## src/rtl/mac_accumulator_if.sv

```systemverilog
// mac_accumulator_if: groups the run-control, product-input and
// result-output handshakes of mac_accumulator. clk and rst are not part
// of this interface and stay plain ports on the block.
interface mac_accumulator_if #(
   parameter int PROD_W = 64,
   parameter int CNT_W  = 8
);
   logic              start;
   logic [CNT_W-1:0]  len;
   logic              in_valid;
   logic              in_ready;
   logic [PROD_W-1:0] product;
   logic              product_ovf;
   logic              out_valid;
   logic              out_ready;
   logic [PROD_W-1:0] acc;
   logic              acc_ovf;
   logic              busy;

   // Producer/consumer side: starts runs, supplies products, takes results.
   modport master (
      output start, len, in_valid, product, product_ovf, out_ready,
      input  in_ready, out_valid, acc, acc_ovf, busy
   );

   // Accumulator side.
   modport slave (
      input  start, len, in_valid, product, product_ovf, out_ready,
      output in_ready, out_valid, acc, acc_ovf, busy
   );
endinterface

```

## src/rtl/mac_accumulator.sv

```systemverilog
// mac_accumulator: sums a run of len signed products into acc, with a
// sticky overflow flag covering both multiplier overflow and add overflow.
// Optional feature: define MAC_ACC_SATURATE_EN to clamp acc on add
// overflow instead of wrapping modulo 2^PROD_W. acc_ovf is the same in
// both builds.
module mac_accumulator #(
   parameter int PROD_W = 64,
   parameter int CNT_W  = 8
) (
   input logic                 clk,
   input logic                 rst,
   mac_accumulator_if.slave    bus
);

   typedef enum logic [1:0] {
      IDLE  = 2'd0,
      ACCUM = 2'd1,
      DONE  = 2'd2
   } state_e;

   localparam logic [PROD_W-1:0] ACC_MAX = {1'b0, {(PROD_W-1){1'b1}}};
   localparam logic [PROD_W-1:0] ACC_MIN = {1'b1, {(PROD_W-1){1'b0}}};

   state_e            state_q, state_d;
   logic [CNT_W-1:0]  count_q, count_d;
   logic [PROD_W-1:0] acc_q,   acc_d;
   logic              acc_ovf_q, acc_ovf_d;

   logic [PROD_W-1:0] sum;
   logic              add_ovf;
   logic [PROD_W-1:0] acc_add;

   // Two's complement add; overflow when like-signed addends give a sum
   // of the opposite sign.
   assign sum     = acc_q + bus.product;
   assign add_ovf = (acc_q[PROD_W-1] == bus.product[PROD_W-1]) &&
                    (sum[PROD_W-1]   != acc_q[PROD_W-1]);

`ifdef MAC_ACC_SATURATE_EN
   // On overflow both addends share a sign, so acc's sign gives the clamp direction.
   assign acc_add = add_ovf ? (acc_q[PROD_W-1] ? ACC_MIN : ACC_MAX) : sum;
`else
   // Plain wrap-around modulo 2^PROD_W.
   assign acc_add = sum;
`endif

   // State, count and accumulator registers; reset discards any partial run.
   // NOTE: sequential state uses non-blocking assignments so every register
   // samples the pre-edge values of the others, independent of block order.
   always_ff @(posedge clk or posedge rst) begin
      if (rst) begin
         state_q   <= IDLE;
         count_q   <= '0;
         acc_q     <= '0;
         acc_ovf_q <= 1'b0;
      end else begin
         state_q   <= state_d;
         count_q   <= count_d;
         acc_q     <= acc_d;
         acc_ovf_q <= acc_ovf_d;
      end
   end

   // Next-state logic: start a run, accumulate transfers, hold the result.
   // NOTE: every variable gets a hold-value default first, so no path through
   // the case leaves one unassigned and no latch is inferred.
   always_comb begin
      state_d   = state_q;
      count_d   = count_q;
      acc_d     = acc_q;
      acc_ovf_d = acc_ovf_q;
      unique case (state_q)
         IDLE: begin
            if (bus.start) begin
               acc_d     = '0;
               acc_ovf_d = 1'b0;
               count_d   = bus.len;
               state_d   = (bus.len == '0) ? DONE : ACCUM;
            end
         end
         ACCUM: begin
            if (bus.in_valid) begin
               acc_d     = acc_add;
               acc_ovf_d = acc_ovf_q | bus.product_ovf | add_ovf;
               count_d   = count_q - CNT_W'(1);
               if (count_q == CNT_W'(1)) begin
                  state_d = DONE;
               end
            end
         end
         DONE: begin
            if (bus.out_ready) begin
               state_d = IDLE;
            end
         end
         default: state_d = IDLE;
      endcase
   end

   assign bus.in_ready  = (state_q == ACCUM);
   assign bus.out_valid = (state_q == DONE);
   assign bus.busy      = (state_q != IDLE);
   assign bus.acc       = acc_q;
   assign bus.acc_ovf   = acc_ovf_q;

endmodule
```

## src/flat_wrapper.sv

```systemverilog
// flat-port wrapper written by rule: the top's interface ports become plain ports
module mac_accumulator_flat 
#(
   parameter int PROD_W = 64,
   parameter int CNT_W  = 8
)
  (clk, rst, bus_start, bus_len, bus_in_valid, bus_product, bus_product_ovf, bus_out_ready, bus_in_ready, bus_out_valid, bus_acc, bus_acc_ovf, bus_busy);
  mac_accumulator_if #(.PROD_W(PROD_W), .CNT_W(CNT_W)) bus_i ();
  input logic clk;
  input logic rst;
  input wire logic [$bits(bus_i.start)-1:0] bus_start;
  input wire logic [$bits(bus_i.len)-1:0] bus_len;
  input wire logic [$bits(bus_i.in_valid)-1:0] bus_in_valid;
  input wire logic [$bits(bus_i.product)-1:0] bus_product;
  input wire logic [$bits(bus_i.product_ovf)-1:0] bus_product_ovf;
  input wire logic [$bits(bus_i.out_ready)-1:0] bus_out_ready;
  output wire logic [$bits(bus_i.in_ready)-1:0] bus_in_ready;
  output wire logic [$bits(bus_i.out_valid)-1:0] bus_out_valid;
  output wire logic [$bits(bus_i.acc)-1:0] bus_acc;
  output wire logic [$bits(bus_i.acc_ovf)-1:0] bus_acc_ovf;
  output wire logic [$bits(bus_i.busy)-1:0] bus_busy;
  assign bus_i.start = bus_start;
  assign bus_i.len = bus_len;
  assign bus_i.in_valid = bus_in_valid;
  assign bus_i.product = bus_product;
  assign bus_i.product_ovf = bus_product_ovf;
  assign bus_i.out_ready = bus_out_ready;
  assign bus_in_ready = bus_i.in_ready;
  assign bus_out_valid = bus_i.out_valid;
  assign bus_acc = bus_i.acc;
  assign bus_acc_ovf = bus_i.acc_ovf;
  assign bus_busy = bus_i.busy;
  mac_accumulator #(.PROD_W(PROD_W), .CNT_W(CNT_W)) u_core (.clk(clk), .rst(rst), .bus(bus_i));
endmodule
```

## config.mk

```make
export PLATFORM = sky130hd
export DESIGN_NAME = mac_accumulator_flat
export DESIGN_NICKNAME = d
export VERILOG_FILES = /design/src/rtl/mac_accumulator_if.sv /design/src/rtl/mac_accumulator.sv /design/src/flat_wrapper.sv
export SDC_FILE = /design/constraint.sdc
export NUM_CORES = 1
export LEC_CHECK = 0
export BUFFER_PORTS_ARGS = -buffer_cell sky130_fd_sc_hd__buf_2
export CORE_MARGIN = 1.5
export CORE_UTILIZATION = 56
export CTS_CLUSTER_DIAMETER = 80
export CTS_CLUSTER_SIZE = 40
export DETAILED_ROUTE_END_ITERATION = 10
export HOLD_SLACK_MARGIN = 0.08
export PLACE_DENSITY = 0.82
export SETUP_SLACK_MARGIN = 0.02
export SLEW_MARGIN = 5
export SYNTH_ARGS = -nofsm -noshare
export SYNTH_HDL_FRONTEND = slang
export SYNTH_SLANG_ARGS = --single-unit
```

## constraint.sdc

```tcl
create_clock -name clk -period 3.6 [get_ports clk]
set_clock_uncertainty 0.2 [all_clocks]
set_input_delay 0.18 -clock clk [delete_from_list [all_inputs] [get_ports clk]]
set_output_delay 0.18 -clock clk [all_outputs]
set_load 0.005 [all_outputs]
```

After elaboration in Yosys (flattened, before gate mapping):

Cells that the tools add are included.

* bitwise operators: 2
* equality and inequality tests: 9
* mux-type cells: 15
* reduce and logical (&&, ||, !) cells: 7
* add/subtract/negate cells: 2

Operator list (number)
* $mux 64: 2
* $pmux 64 s2: 1
* $add 64x64->64: 1
* $mux 8: 2
* $pmux 8 s2: 1
* $mux 2: 5
* $eq 8x1->1 const B: 1
* $logic_not 8->1: 1
* $sub 8x1->8 const B: 1
* $ne 2x2->1 const B: 3
* $pmux 2 s3: 1
* $reduce_and 4->1: 1
* $reduce_bool 2->1: 2
* $reduce_and 3->1: 1
* $eq 2x1->1 const B: 1
* $eq 2x2->1 const B: 1
* $logic_not 2->1: 1
* $mux 1: 2
* $ne 2x1->1 const B: 1
* $or 1x1->1: 2
* $pmux 1 s2: 1
* $eq 1x1->1: 1
* $logic_and 1x1->1: 1
* $ne 1x1->1: 1

* word-level logic and storage cells: 39
* register bits: 75
* output and inout bits: 68

Longest topological paths before layout:

* word-level depth: 6
* mapped depth: 11
* mapped depth without buffers: 11

Least setup slack after synthesis:

OpenSTA, ideal clock, no wires.

* path type: reg2reg
* start: register u_core.acc_q[0], in the netlist u_core.bus.acc[0]
* end: register u_core.acc_q[58], in the netlist u_core.bus.acc[58]
* clock period less this slack: 3.020 ns
* setup slack: 0.580 ns
* required time: 3.274 ns
* setup time: 0.126 ns
* arrival: 2.694 ns
* stages on the path, launching flop included: 12
* path through: dfrtp_1 ha_1 fa_1 a21o_1 a31o_1 nand3b_1 o211ai_1 a21oi_1 o31ai_2 a21bo_1 a31o_1 a221o_1

* longest elaborated chain between the ends: 3

Ends and longest elaborated chain
* start: declaration: RTL line mac_accumulator.sv:26 `logic [PROD_W-1:0] acc_q, acc_d;`
* start signal: assignment: RTL line mac_accumulator.sv:54 `acc_q <= '0;`
* start signal: assignment: RTL line mac_accumulator.sv:59 `acc_q <= acc_d;`
* $add 64x64->64: RTL line mac_accumulator.sv:35 `assign sum = acc_q + bus.product;`
* $mux 64: RTL line mac_accumulator.sv:82 `if (bus.in_valid) begin`
* $pmux 64 s2: RTL line mac_accumulator.sv:72 `unique case (state_q)`

Every way passes these cells. The select of a mux whose other input is x is not followed.
A chain may end at the register's enable or synchronous reset.

Worst setup path after layout:

* start: input port bus_product[0]
* end: register u_core.acc_q[58], in the netlist u_core.bus.acc[58]

* longest elaborated chain between the ends: 3

Ends and longest elaborated chain
* start: declaration: RTL line flat_wrapper.sv:14 `input wire logic [$bits(bus_i.product)-1:0] bus_product;`
* $add 64x64->64: RTL line mac_accumulator.sv:35
* $mux 64: RTL line mac_accumulator.sv:82
* $pmux 64 s2: RTL line mac_accumulator.sv:72

Every way passes these cells. The select of a mux whose other input is x is not followed.

==> metrics <==
max frequency=296 MHz; fillcell total=between 1000 and 1500; vias in the first global route=roughly 6700; sequential power share=0.207; maximum VDD drop=0.448 mV; critical path class=input port to flip-flop; Seq/Total Area, Yosys=0.273; routed vias=approximately 7100; TritonCTS buffer count=9; CTS sink cnt=75; Max Transition Viols Final=0; placed cell area=just under 8000 µm²; largest net degree at the start of global routing=34; Slew Limit Headroom=0.344; Multi-input gate area=around 4800 µm²; root buf cell=clkbuf_16; ys flop type=dfrtp_1; layout cells sized above 1=0.187; first-pass GRT wire length=approximately 32000 µm; total core area=12000 µm²; Die H=around 110 µm; most area-consuming cells after synthesis=dfrtp_1 (27%), ha_1 (12%), nand2_1 (6.9%); fin crit share=0.938; Final HPWL DP=roughly 15000 µm; internal power=about 4 mW; Routed wire per std cell=16.8 µm; crit path cell chain=dlygate4sd3_1 -> buf_2 -> ha_1 -> fa_1 -> a21o_1 -> a31o_1 -> nand3b_1 -> o211ai_1 -> a21oi_2 -> o31ai_2 -> a21bo_1 -> a31o_1 -> a221o_1; sw power=just under 4 mW; die area=13000 µm²; Worst-Margin Slew=a little under 1 ns; grt ovf=0; Layout Nets=1160; final wirelength=approximately 20000 µm; post-route setup TNS=0 ns; Critical Path Max Stage Delay=between 0.5 and 0.6 ns; fin area=8180 µm²; Static Leak=~4 nW; Post-synth ARST share=1.00; most used cell, CP=a31o_1; Final Setup Violations=0; clock latency on the worst-skew pair=0.35 ns; TritonRoute pass-1 iters=6; RePlAce Congestion=approximately 0.96; drt initial violations=488; dominant cell by count in the synthesized netlist=nand2_1; pwr/cell area=986 nW/µm²; Slowest-stage cell, CP=dlygate4sd3_1; crit path time final=between 3 and 4 ns; storage element area=between 1500 and 2000 µm²; Initial Util=0.573; Ys Warns=0; crit path max fanout=5; die extent in x=approximately 110 µm; CTS tree=done; clock network power share=0.120; min-delay worst type=input port to flip-flop; vias per cell=roughly 6.1; switching portion of total power=0.493; Comb power frac=0.673; status=completed; synthesis-to-finish area growth=18.8%; initial antenna violation count=1; Final WS setup=approximately 0.22 ns; Post-Synthesis Cell Area=approximately 6900 µm²; Avg Cell Area, Syn=7.89 µm²; top cell type by total area after synthesis=dfrtp_1; Total GRT Usage=0.304; ANT nets after route=0; Distinct cells, synth=between 70 and 80; RSZ-0062 raised after global routing=false; Critical Path End Type=flip-flop; H-tree depth=3; DP Worst Slack=between 0.2 and 0.25 ns; Worst Path Required=between 3 and 4 ns; Post-synth EDFFs=0; Residual DRC=0; Clk pin slew, worst setup/hold paths=around 0.060 ns; Synth Net Count=slightly above 1000; startpoint types=input port; Synth Register Bits=between 70 and 80; share of Yosys cell area claimed by the top area cell type=0.273; CTS Buffer Depth=2; Rows=40; cell count after synthesis=873; most frequent cells after synthesis=nand2_1 (127), a21oi_1 (91), o21ai_0 (87); critical path arrival=~3.4 ns; max-cap violations=0; count of final hold-check violations=0; I/O pin count=146; Inserted Diodes=0; PortBufs=roughly 150
## cell type report
class	count	share of cell area
Tap cell	147	0.0225
Multi-Input combinational cell	734	0.581
Inverter	26	0.0119
Clock inverter	4	0.00581
Timing Repair Buffer	170	0.116
Clock buffer	12	0.0326
Sequential cell	75	0.229
## path summary, 6_finish.rpt
check                           cells after the start  slack, ns                              to                      startpoint
worst max-delay path                               13       0.22  u_core.bus.acc[58]$_DFFE_PP0P_                  bus_product[0]
worst min-delay path                                5       0.11   u_core.state_q[0]$_DFFE_PP0P_                       bus_start
worst max register to register                     11       0.29  u_core.bus.acc[58]$_DFFE_PP0P_   u_core.bus.acc[0]$_DFFE_PP0P_
worst min register to register                      2       0.31  u_core.bus.acc[20]$_DFFE_PP0P_  u_core.bus.acc[20]$_DFFE_PP0P_
max in group asynchronous                           4       2.08   u_core.count_q[0]$_DFFE_PP0P_                             rst
min in group asynchronous                           3       0.31  u_core.bus.acc[26]$_DFFE_PP0P_                             rst
## per-stage QoR
step,hold WS [ns],cells,total power [mW],utilization
floorplan,0.113,873,5.51,-
global placement,0.135,1137,6.86,0.641
detailed placement,0.153,1137,6.95,0.641
CTS,0.0892,1168,7.97,0.680
global route,0.116,1168,8.75,0.681
finish,0.112,1168,8.06,0.681
## power groups by stage
stage	Clock, mW	Sequential (mW)	Combinational, mW
floorplan	0	1.64	3.87
global placement	0	1.65	5.21
detailed placement	0	1.68	5.27
CTS	0.976	1.66	5.33
global route	1.02	1.73	6.01
finish	0.967	1.67	5.42
## flip-flops by register name (all words and copies together), names as in the netlist
| signal | cells |
|---|---|
| u_core.bus.acc | 64 |
| u_core.count_q | 8 |
| u_core.state_q | 2 |
| u_core.bus.acc_ovf | 1 |
## layout by cell type (no fill, tap or decap), drive strengths merged, types with 23 or more instances in the layout
| master | count |
|---|---|
| dfrtp | 75 |
| o21ai | 103 |
| xnor2 | 23 |
| nor2 | 43 |
| a21oi | 93 |
| a21o | 30 |
| buf | 155 |
| inv | 26 |
| ha | 65 |
| nand2 | 128 |
| xor2 | 29 |
## what timing repair did
| action | 4_1_cts | 5_1_grt |
|---|---|---|
| hold endpoints to repair | 45 | 0 |
| buffers inserted | 0 | 0 |
| setup endpoints to repair | 0 | 2 |
| hold buffers | 15 | 0 |
| gates resized for setup | 0 | 2 |
## worst max-delay path, delay by kind of cell
family / cells / cell delay (ns)
AO/OA/AOI/OAI: 8 / 1.83
adder cells (fa/ha/maj): 2 / 0.63
buffers and inverters: 2 / 0.66
AND/OR/NAND/NOR: 1 / 0.10
## cells by family after synthesis
group,Yosys count,share of synthesized area
AOI/OAI and AO/OA,332,0.303
and+or+nand+nor,280,0.193
DFF,75,0.273
adders and majority gates,66,0.121
buffers and inverters,64,0.0383
xor gates and xnor gates,52,0.0661
muxes,4,0.00582
## per-layer routing
| layer | track usage | routed length (µm) |
|---|---|---|
| met5 | 0 | 0 |
| met4 | 0.135 | 577 |
| met3 | 0.0473 | 1280 |
| met2 | 0.495 | 8920 |
| met1 | 0.399 | 8860 |
(Power assumes the default switching activity.)
